$ cat src/rtl/multicycle_control_if.sv
// Control-unit bundle: instruction fields and flags in, datapath enables/selects,
// status and debug out. The control unit sits on the slave side.
interface multicycle_control_if #(
    parameter int CNTW = 32
);
    logic [5:0]      opcode;
    logic [5:0]      funct;
    logic            zero;
    logic            iord;
    logic            memwrite;
    logic            irwrite;
    logic            regdst;
    logic            memtoreg;
    logic            regwrite;
    logic            alusrca;
    logic [1:0]      alusrcb;
    logic [1:0]      pcsrc;
    logic            pcen;
    logic [2:0]      alucontrol;
    logic            illegal;
    logic            illegal_seen;
    logic [CNTW-1:0] retired;
    logic [3:0]      state;

    modport slave (
        input  opcode, funct, zero,
        output iord, memwrite, irwrite, regdst, memtoreg, regwrite, alusrca,
               alusrcb, pcsrc, pcen, alucontrol, illegal, illegal_seen,
               retired, state
    );

    modport master (
        output opcode, funct, zero,
        input  iord, memwrite, irwrite, regdst, memtoreg, regwrite, alusrca,
               alusrcb, pcsrc, pcen, alucontrol, illegal, illegal_seen,
               retired, state
    );
endinterface

$ cat src/rtl/multicycle_control.sv
// Multicycle MIPS control FSM: Moore decode of every datapath control from the
// current state, plus illegal-instruction flags and a retired-instruction counter.
module multicycle_control #(
    parameter bit ENABLE_IMM  = 1'b1,
    parameter bit ENABLE_JUMP = 1'b1,
    parameter int CNTW        = 32
) (
    input  logic                 clk,
    input  logic                 rst_n,
    multicycle_control_if.slave  bus
);

    typedef enum logic [3:0] {
        S_FETCH   = 4'd0,
        S_DECODE  = 4'd1,
        S_MEMADR  = 4'd2,
        S_MEMRD   = 4'd3,
        S_MEMWB   = 4'd4,
        S_MEMWR   = 4'd5,
        S_RTYPEEX = 4'd6,
        S_RTYPEWB = 4'd7,
        S_BEQEX   = 4'd8,
        S_IMMEX   = 4'd9,
        S_IMMWB   = 4'd10,
        S_JEX     = 4'd11,
        S_RESET   = 4'd15
    } state_t;

    localparam logic [5:0] OP_RTYPE = 6'b000000;
    localparam logic [5:0] OP_LW    = 6'b100011;
    localparam logic [5:0] OP_SW    = 6'b101011;
    localparam logic [5:0] OP_BEQ   = 6'b000100;
    localparam logic [5:0] OP_ADDI  = 6'b001000;
    localparam logic [5:0] OP_SLTI  = 6'b001010;
    localparam logic [5:0] OP_J     = 6'b000010;

    localparam logic [2:0] ALU_ADD = 3'b010;
    localparam logic [2:0] ALU_SUB = 3'b110;
    localparam logic [2:0] ALU_AND = 3'b000;
    localparam logic [2:0] ALU_OR  = 3'b001;
    localparam logic [2:0] ALU_SLT = 3'b111;

    state_t          state_q, state_d;
    logic            illegal_seen_q, illegal_seen_d;
    logic [CNTW-1:0] retired_q, retired_d;

    logic       iord_s, memwrite_s, irwrite_s, regdst_s, memtoreg_s;
    logic       regwrite_s, alusrca_s, pcwrite_s, branch_s, illegal_s;
    logic [1:0] alusrcb_s, pcsrc_s;
    logic [2:0] alucontrol_s;
    logic       terminal_s;

    function automatic logic opcode_legal(input logic [5:0] op);
        logic ok;
        case (op)
            OP_LW, OP_SW, OP_RTYPE, OP_BEQ: ok = 1'b1;
            OP_ADDI, OP_SLTI:               ok = ENABLE_IMM;
            OP_J:                           ok = ENABLE_JUMP;
            default:                        ok = 1'b0;
        endcase
        return ok;
    endfunction

    function automatic logic funct_known(input logic [5:0] fn);
        logic ok;
        case (fn)
            6'b100000, 6'b100010, 6'b100100, 6'b100101, 6'b101010: ok = 1'b1;
            default:                                               ok = 1'b0;
        endcase
        return ok;
    endfunction

    // Unknown funct codes fall back to add so the write-back still has a defined value.
    function automatic logic [2:0] alu_from_funct(input logic [5:0] fn);
        logic [2:0] alu;
        case (fn)
            6'b100000: alu = ALU_ADD;
            6'b100010: alu = ALU_SUB;
            6'b100100: alu = ALU_AND;
            6'b100101: alu = ALU_OR;
            6'b101010: alu = ALU_SLT;
            default:   alu = ALU_ADD;
        endcase
        return alu;
    endfunction

    // State, sticky illegal flag and retirement counter registers.
    always_ff @(posedge clk or negedge rst_n) begin
        if (!rst_n) begin
            state_q        <= S_RESET;
            illegal_seen_q <= 1'b0;
            retired_q      <= '0;
        end else begin
            state_q        <= state_d;
            illegal_seen_q <= illegal_seen_d;
            retired_q      <= retired_d;
        end
    end

    // Next-state selection.
    always_comb begin
        state_d = S_FETCH;
        case (state_q)
            S_RESET:  state_d = S_FETCH;
            S_FETCH:  state_d = S_DECODE;
            S_DECODE: begin
                case (bus.opcode)
                    OP_LW, OP_SW: state_d = S_MEMADR;
                    OP_RTYPE:     state_d = S_RTYPEEX;
                    OP_BEQ:       state_d = S_BEQEX;
                    OP_ADDI, OP_SLTI: begin
                        if (ENABLE_IMM) begin
                            state_d = S_IMMEX;
                        end else begin
                            state_d = S_FETCH;
                        end
                    end
                    OP_J: begin
                        if (ENABLE_JUMP) begin
                            state_d = S_JEX;
                        end else begin
                            state_d = S_FETCH;
                        end
                    end
                    default:      state_d = S_FETCH;
                endcase
            end
            S_MEMADR: begin
                if (bus.opcode == OP_SW) begin
                    state_d = S_MEMWR;
                end else begin
                    state_d = S_MEMRD;
                end
            end
            S_MEMRD:   state_d = S_MEMWB;
            S_RTYPEEX: state_d = S_RTYPEWB;
            S_IMMEX:   state_d = S_IMMWB;
            S_MEMWB, S_MEMWR, S_RTYPEWB, S_BEQEX, S_IMMWB, S_JEX: state_d = S_FETCH;
            default:   state_d = S_FETCH;
        endcase
    end

    // Moore control decode; only alucontrol/illegal look at the sampled IR fields.
    always_comb begin
        iord_s       = 1'b0;
        memwrite_s   = 1'b0;
        irwrite_s    = 1'b0;
        regdst_s     = 1'b0;
        memtoreg_s   = 1'b0;
        regwrite_s   = 1'b0;
        alusrca_s    = 1'b0;
        pcwrite_s    = 1'b0;
        branch_s     = 1'b0;
        illegal_s    = 1'b0;
        alusrcb_s    = 2'b00;
        pcsrc_s      = 2'b00;
        alucontrol_s = 3'b000;
        terminal_s   = 1'b0;
        case (state_q)
            S_FETCH: begin
                irwrite_s    = 1'b1;
                pcwrite_s    = 1'b1;
                alusrcb_s    = 2'b01;
                alucontrol_s = ALU_ADD;
            end
            S_DECODE: begin
                alusrcb_s    = 2'b11;
                alucontrol_s = ALU_ADD;
                illegal_s    = ~opcode_legal(bus.opcode);
            end
            S_MEMADR: begin
                alusrca_s    = 1'b1;
                alusrcb_s    = 2'b10;
                alucontrol_s = ALU_ADD;
            end
            S_MEMRD: iord_s = 1'b1;
            S_MEMWB: begin
                regwrite_s = 1'b1;
                memtoreg_s = 1'b1;
                terminal_s = 1'b1;
            end
            S_MEMWR: begin
                iord_s     = 1'b1;
                memwrite_s = 1'b1;
                terminal_s = 1'b1;
            end
            S_RTYPEEX: begin
                alusrca_s    = 1'b1;
                alucontrol_s = alu_from_funct(bus.funct);
                illegal_s    = ~funct_known(bus.funct);
            end
            S_RTYPEWB: begin
                regwrite_s = 1'b1;
                regdst_s   = 1'b1;
                terminal_s = 1'b1;
            end
            S_BEQEX: begin
                alusrca_s    = 1'b1;
                alucontrol_s = ALU_SUB;
                branch_s     = 1'b1;
                pcsrc_s      = 2'b01;
                terminal_s   = 1'b1;
            end
            S_IMMEX: begin
                alusrca_s = 1'b1;
                alusrcb_s = 2'b10;
                if (bus.opcode == OP_SLTI) begin
                    alucontrol_s = ALU_SLT;
                end else begin
                    alucontrol_s = ALU_ADD;
                end
            end
            S_IMMWB: begin
                regwrite_s = 1'b1;
                terminal_s = 1'b1;
            end
            S_JEX: begin
                pcwrite_s  = 1'b1;
                pcsrc_s    = 2'b10;
                terminal_s = 1'b1;
            end
            default: begin
                iord_s = 1'b0;
            end
        endcase
    end

    // Sticky illegal flag and retirement count on leaving a terminal state.
    always_comb begin
        illegal_seen_d = illegal_seen_q | illegal_s;
        if (terminal_s) begin
            retired_d = retired_q + {{(CNTW-1){1'b0}}, 1'b1};
        end else begin
            retired_d = retired_q;
        end
    end

    assign bus.iord         = iord_s;
    assign bus.memwrite     = memwrite_s;
    assign bus.irwrite      = irwrite_s;
    assign bus.regdst       = regdst_s;
    assign bus.memtoreg     = memtoreg_s;
    assign bus.regwrite     = regwrite_s;
    assign bus.alusrca      = alusrca_s;
    assign bus.alusrcb      = alusrcb_s;
    assign bus.pcsrc        = pcsrc_s;
    assign bus.pcen         = pcwrite_s | (branch_s & bus.zero);
    assign bus.alucontrol   = alucontrol_s;
    assign bus.illegal      = illegal_s;
    assign bus.illegal_seen = illegal_seen_q;
    assign bus.retired      = retired_q;
    assign bus.state        = state_q;

endmodule

$ cat src/flat_wrapper.sv
// flat-port wrapper written by rule: the top's interface ports become plain ports
module multicycle_control_flat 
#(
    parameter bit ENABLE_IMM  = 1'b1,
    parameter bit ENABLE_JUMP = 1'b1,
    parameter int CNTW        = 32
)
  (clk, rst_n, bus_opcode, bus_funct, bus_zero, bus_iord, bus_memwrite, bus_irwrite, bus_regdst, bus_memtoreg, bus_regwrite, bus_alusrca, bus_alusrcb, bus_pcsrc, bus_pcen, bus_alucontrol, bus_illegal, bus_illegal_seen, bus_retired, bus_state);
  multicycle_control_if #(.CNTW(CNTW)) bus_i ();
  input  logic clk;
  input  logic rst_n;
  input wire logic [$bits(bus_i.opcode)-1:0] bus_opcode;
  input wire logic [$bits(bus_i.funct)-1:0] bus_funct;
  input wire logic [$bits(bus_i.zero)-1:0] bus_zero;
  output wire logic [$bits(bus_i.iord)-1:0] bus_iord;
  output wire logic [$bits(bus_i.memwrite)-1:0] bus_memwrite;
  output wire logic [$bits(bus_i.irwrite)-1:0] bus_irwrite;
  output wire logic [$bits(bus_i.regdst)-1:0] bus_regdst;
  output wire logic [$bits(bus_i.memtoreg)-1:0] bus_memtoreg;
  output wire logic [$bits(bus_i.regwrite)-1:0] bus_regwrite;
  output wire logic [$bits(bus_i.alusrca)-1:0] bus_alusrca;
  output wire logic [$bits(bus_i.alusrcb)-1:0] bus_alusrcb;
  output wire logic [$bits(bus_i.pcsrc)-1:0] bus_pcsrc;
  output wire logic [$bits(bus_i.pcen)-1:0] bus_pcen;
  output wire logic [$bits(bus_i.alucontrol)-1:0] bus_alucontrol;
  output wire logic [$bits(bus_i.illegal)-1:0] bus_illegal;
  output wire logic [$bits(bus_i.illegal_seen)-1:0] bus_illegal_seen;
  output wire logic [$bits(bus_i.retired)-1:0] bus_retired;
  output wire logic [$bits(bus_i.state)-1:0] bus_state;
  assign bus_i.opcode = bus_opcode;
  assign bus_i.funct = bus_funct;
  assign bus_i.zero = bus_zero;
  assign bus_iord = bus_i.iord;
  assign bus_memwrite = bus_i.memwrite;
  assign bus_irwrite = bus_i.irwrite;
  assign bus_regdst = bus_i.regdst;
  assign bus_memtoreg = bus_i.memtoreg;
  assign bus_regwrite = bus_i.regwrite;
  assign bus_alusrca = bus_i.alusrca;
  assign bus_alusrcb = bus_i.alusrcb;
  assign bus_pcsrc = bus_i.pcsrc;
  assign bus_pcen = bus_i.pcen;
  assign bus_alucontrol = bus_i.alucontrol;
  assign bus_illegal = bus_i.illegal;
  assign bus_illegal_seen = bus_i.illegal_seen;
  assign bus_retired = bus_i.retired;
  assign bus_state = bus_i.state;
  multicycle_control #(.ENABLE_IMM(ENABLE_IMM), .ENABLE_JUMP(ENABLE_JUMP), .CNTW(CNTW)) u_core (.clk(clk), .rst_n(rst_n), .bus(bus_i));
endmodule
$ cat config.mk
export PLATFORM = sky130hd
export DESIGN_NAME = multicycle_control_flat
export DESIGN_NICKNAME = d
export VERILOG_FILES = /design/src/rtl/multicycle_control_if.sv /design/src/rtl/multicycle_control.sv /design/src/flat_wrapper.sv
export SDC_FILE = /design/constraint.sdc
export NUM_CORES = 1
export LEC_CHECK = 0
export CORE_ASPECT_RATIO = 1.1
export CORE_MARGIN = 5
export CORE_UTILIZATION = 49
export CTS_BUF_LIST = sky130_fd_sc_hd__clkbuf_16
export DETAILED_ROUTE_END_ITERATION = 7
export PLACE_DENSITY = 0.82
export SYNTH_ARGS = -nofsm -noshare
export SYNTH_HDL_FRONTEND = slang
export SYNTH_SLANG_ARGS = --single-unit
export TNS_END_PERCENT = 100
$ cat constraint.sdc
create_clock -name clk -period 4.1 [get_ports clk]
set_clock_uncertainty 0.05 [all_clocks]
set_input_delay 0.82 -clock clk [delete_from_list [all_inputs] [get_ports clk]]
set_output_delay 0.82 -clock clk [all_outputs]
set_load 0.005 [all_outputs]
==> flow_summary.toml <==
[critical_path]
max_stage_delay_ns = 0.57
r2r_start = "u_core.bus.state[2]"
critPathMostFrequentCell = "clkdlybuf4s50_1"
cp.arrival_ns = 2.62
slowest_stage = "clkdlybuf4s50_1"
crit_start = "bus_opcode[0]"
r2r_cells = 5
setup.worst_path.end_class = "output pin"
worstReg2RegEnd = "u_core.bus.retired[23]"
path_cells = "clkdlybuf4s50_1, nor2_1, nand2_1, o41ai_1, clkdlybuf4s50_1"
cp_max_fo = 4
r2r_slack_ns = 1.79
endpoint = "bus_alucontrol[0]"
crit_type = "in -> out"
start_kind = "input pin"
cp.required_ns = 3.23

[drt]
detail_route.drc_violations = 0
num_vias = 1821
drt_first_pass_iters = 4
wirelength_mm = 4.83
wire_per_inst_um = 14.7
ant_nets = 0
viasPerCell = 5.53
first_iter_violations = 67

[synthesis]
synth_area_mm2 = 0.00207
synth_nets = 227
synth_top_area_share_pct = 39.9
syn_inst = 211
ys_seq_area_share_pct = 44.9
synth_cell_type_count = 44
synth_ff_type = "dfrtp_1"
ys_ff_latch = 37
synth.area.top_cells = "dfrtp_1 40%, xnor2_1 8.9%, dfstp_2 5.1%"
syn_area_per_cell_um2 = 9.82
synth_edf_count = 0
yosysTopAreaCell = "dfrtp_1"
async_reset_ff_share_pct = 100
yosysWarnings = 0

[place]
hpwl_mm = 3.61
place.gp.congestion = 0.793
place_area_mm2 = 0.00275
pre_cts_slack_ns = 0.600
portBuffers = 67

[layout]
synthToLayoutAreaGrowth_pct = 39.2
fillers = 316
nets = 292
diodes = 0
drive_gt1_share_pct = 7.22
mostFrequentLayoutCells = "66 x clkdlybuf4s50_1, 33 x dfrtp_1, 21 x nor2_1, 21 x xnor2_1"
final_common_cell = "clkdlybuf4s50_1"
finalInstanceArea_mm2 = 0.00288

[global_route]
grt_pass1_vias = 1840
antenna_found_initial = 0
track_usage_pct = 19.0
grt_pass1_wl_mm = 8.58
grt_max_degree = 38
gr-total-overflow = 0

[cts]
root_buffer = "clkbuf_16"
clk_latency_ns = 0.28
tritoncts = "done"
cts_max_path_buffers = 2
ctsHtreeMaxLevel = 2
cts_post_setup_buffers_inserted = 0
clkSlewWorstSetupHoldPaths_ns = 0.05
holdBufCountCts = 0
cts_sinks = 37
cts_buffers = 5
cts_resized = 0

[pwr]
pwr_density_cell_mw_per_mm2 = 425
power.internal_uw = 854
pwr-share-clk_pct = 28.6
p_switching_uw = 373
power.leakage_uw = 0.00122
ir_drop_mv = 0.237
p_comb_share_pct = 31.5
swShare_pct = 30.4
seqPwrFrac_pct = 39.9

[die]
coreArea_mm2 = 0.00402
rows = 24
ios = 68
die_x_um = 72
die_h_um = 78.2
dieArea_mm2 = 0.00563
start_util_pct = 51.5

[hold_path]
hold_depth = 1
hold_class = "reg -> reg"
holdCritStartpoint = "u_core.bus.retired[31]"

[status]
status = "completed"

[sta]
period_minus_slack_ns = 3.49
fin_ws_ns = 0.614
tightestPinTransition_ns = 0.804
drv_slew = 0
fmax_mhz = 287
finalSetupViolations = 0
hold_viol_final = 0
slew_headroom_pct = 46.4
holdWs_ns = 0.425
tns_ns = 0
fin_crit_sh_pct = 85.0
rsz0062_at_grt = "false"

[run]
cap_violations = 0
## registers in the layout (all words and copies together) (netlist names)
register	flops
u_core.bus.state	4
u_core.bus.retired	32
u_core.bus.illegal_seen	1
## metal layers
layer  vias to the layer above  global-route usage, %  wire length (µm)
li1                        878                      -                 -
met1                       873                   24.4              2070
met2                        62                   29.7              2250
met3                         8                   6.13               395
met4                         0                   7.52               112
met5                         -                      0                 0
## critical path, delay by kind of cell
| family | cells | cell delay [ns] |
|---|---|---|
| AO/OA/AOI/OAI | 1 | 0.39 |
| AND/OR/NAND/NOR | 2 | 0.38 |
| buffers and inverters | 2 | 1.03 |
## cell usage after synthesis (4+ instances only)
cell,number
dfrtp_1,33
and4_1,4
inv_1,4
nor2b_1,4
nand4_1,9
nor3_1,8
nand3_1,19
nand2_1,19
xnor2_1,21
nor2_1,21
and3_1,5
dfstp_2,4
clkbuf_1,6
xor2_1,12
## power groups by stage
stage | Sequential, µW | Clock (µW) | Combinational (µW)
after floorplan | 440 | 0 | 229
after global placement | 491 | 0 | 385
after detailed placement | 494 | 0 | 388
after CTS | 487 | 360 | 392
after global routing | 500 | 374 | 429
final | 489 | 351 | 387
## logic make-up after synthesis
logic type | count (synthesis) | synth area share [%]
buf+inv | 13 | 3.44
compound gates | 22 | 7.79
mux | 1 | 0.483
flops | 37 | 44.9
xor+xnor | 33 | 13.9
simple gates | 104 | 28.8
fa+ha+maj | 1 | 0.604
## layout make-up
type	count	area [µm²]	area share [%]
clock buffer	5	125	4.34
sequential	37	931	32.3
timing repair buffer	67	666	23.1
inverter	4	15.0	0.521
multi-input combinational	161	1070	37.1
clock inverter	3	12.5	0.434
tap	52	65.1	2.26
## per-stage QoR
stage          std cells  power, µW  util [%]
5_1_grt              329       1300      71.7
2_1_floorplan        211        669         -
4_1_cts              329       1240      71.7
3_3_place_gp         321        876      68.3
6_report             329       1230      71.7
3_5_place_dp         321        881      68.3
## how the worst min path moves through the flow
stage / end
6_report: u_core.bus.retired[31]
5_1_grt: u_core.bus.illegal_seen
4_1_cts: u_core.bus.illegal_seen
3_5_place_dp: u_core.bus.illegal_seen
3_3_place_gp: u_core.bus.illegal_seen
2_1_floorplan: u_core.bus.illegal_seen
Power figures use the tool's default switching activity.
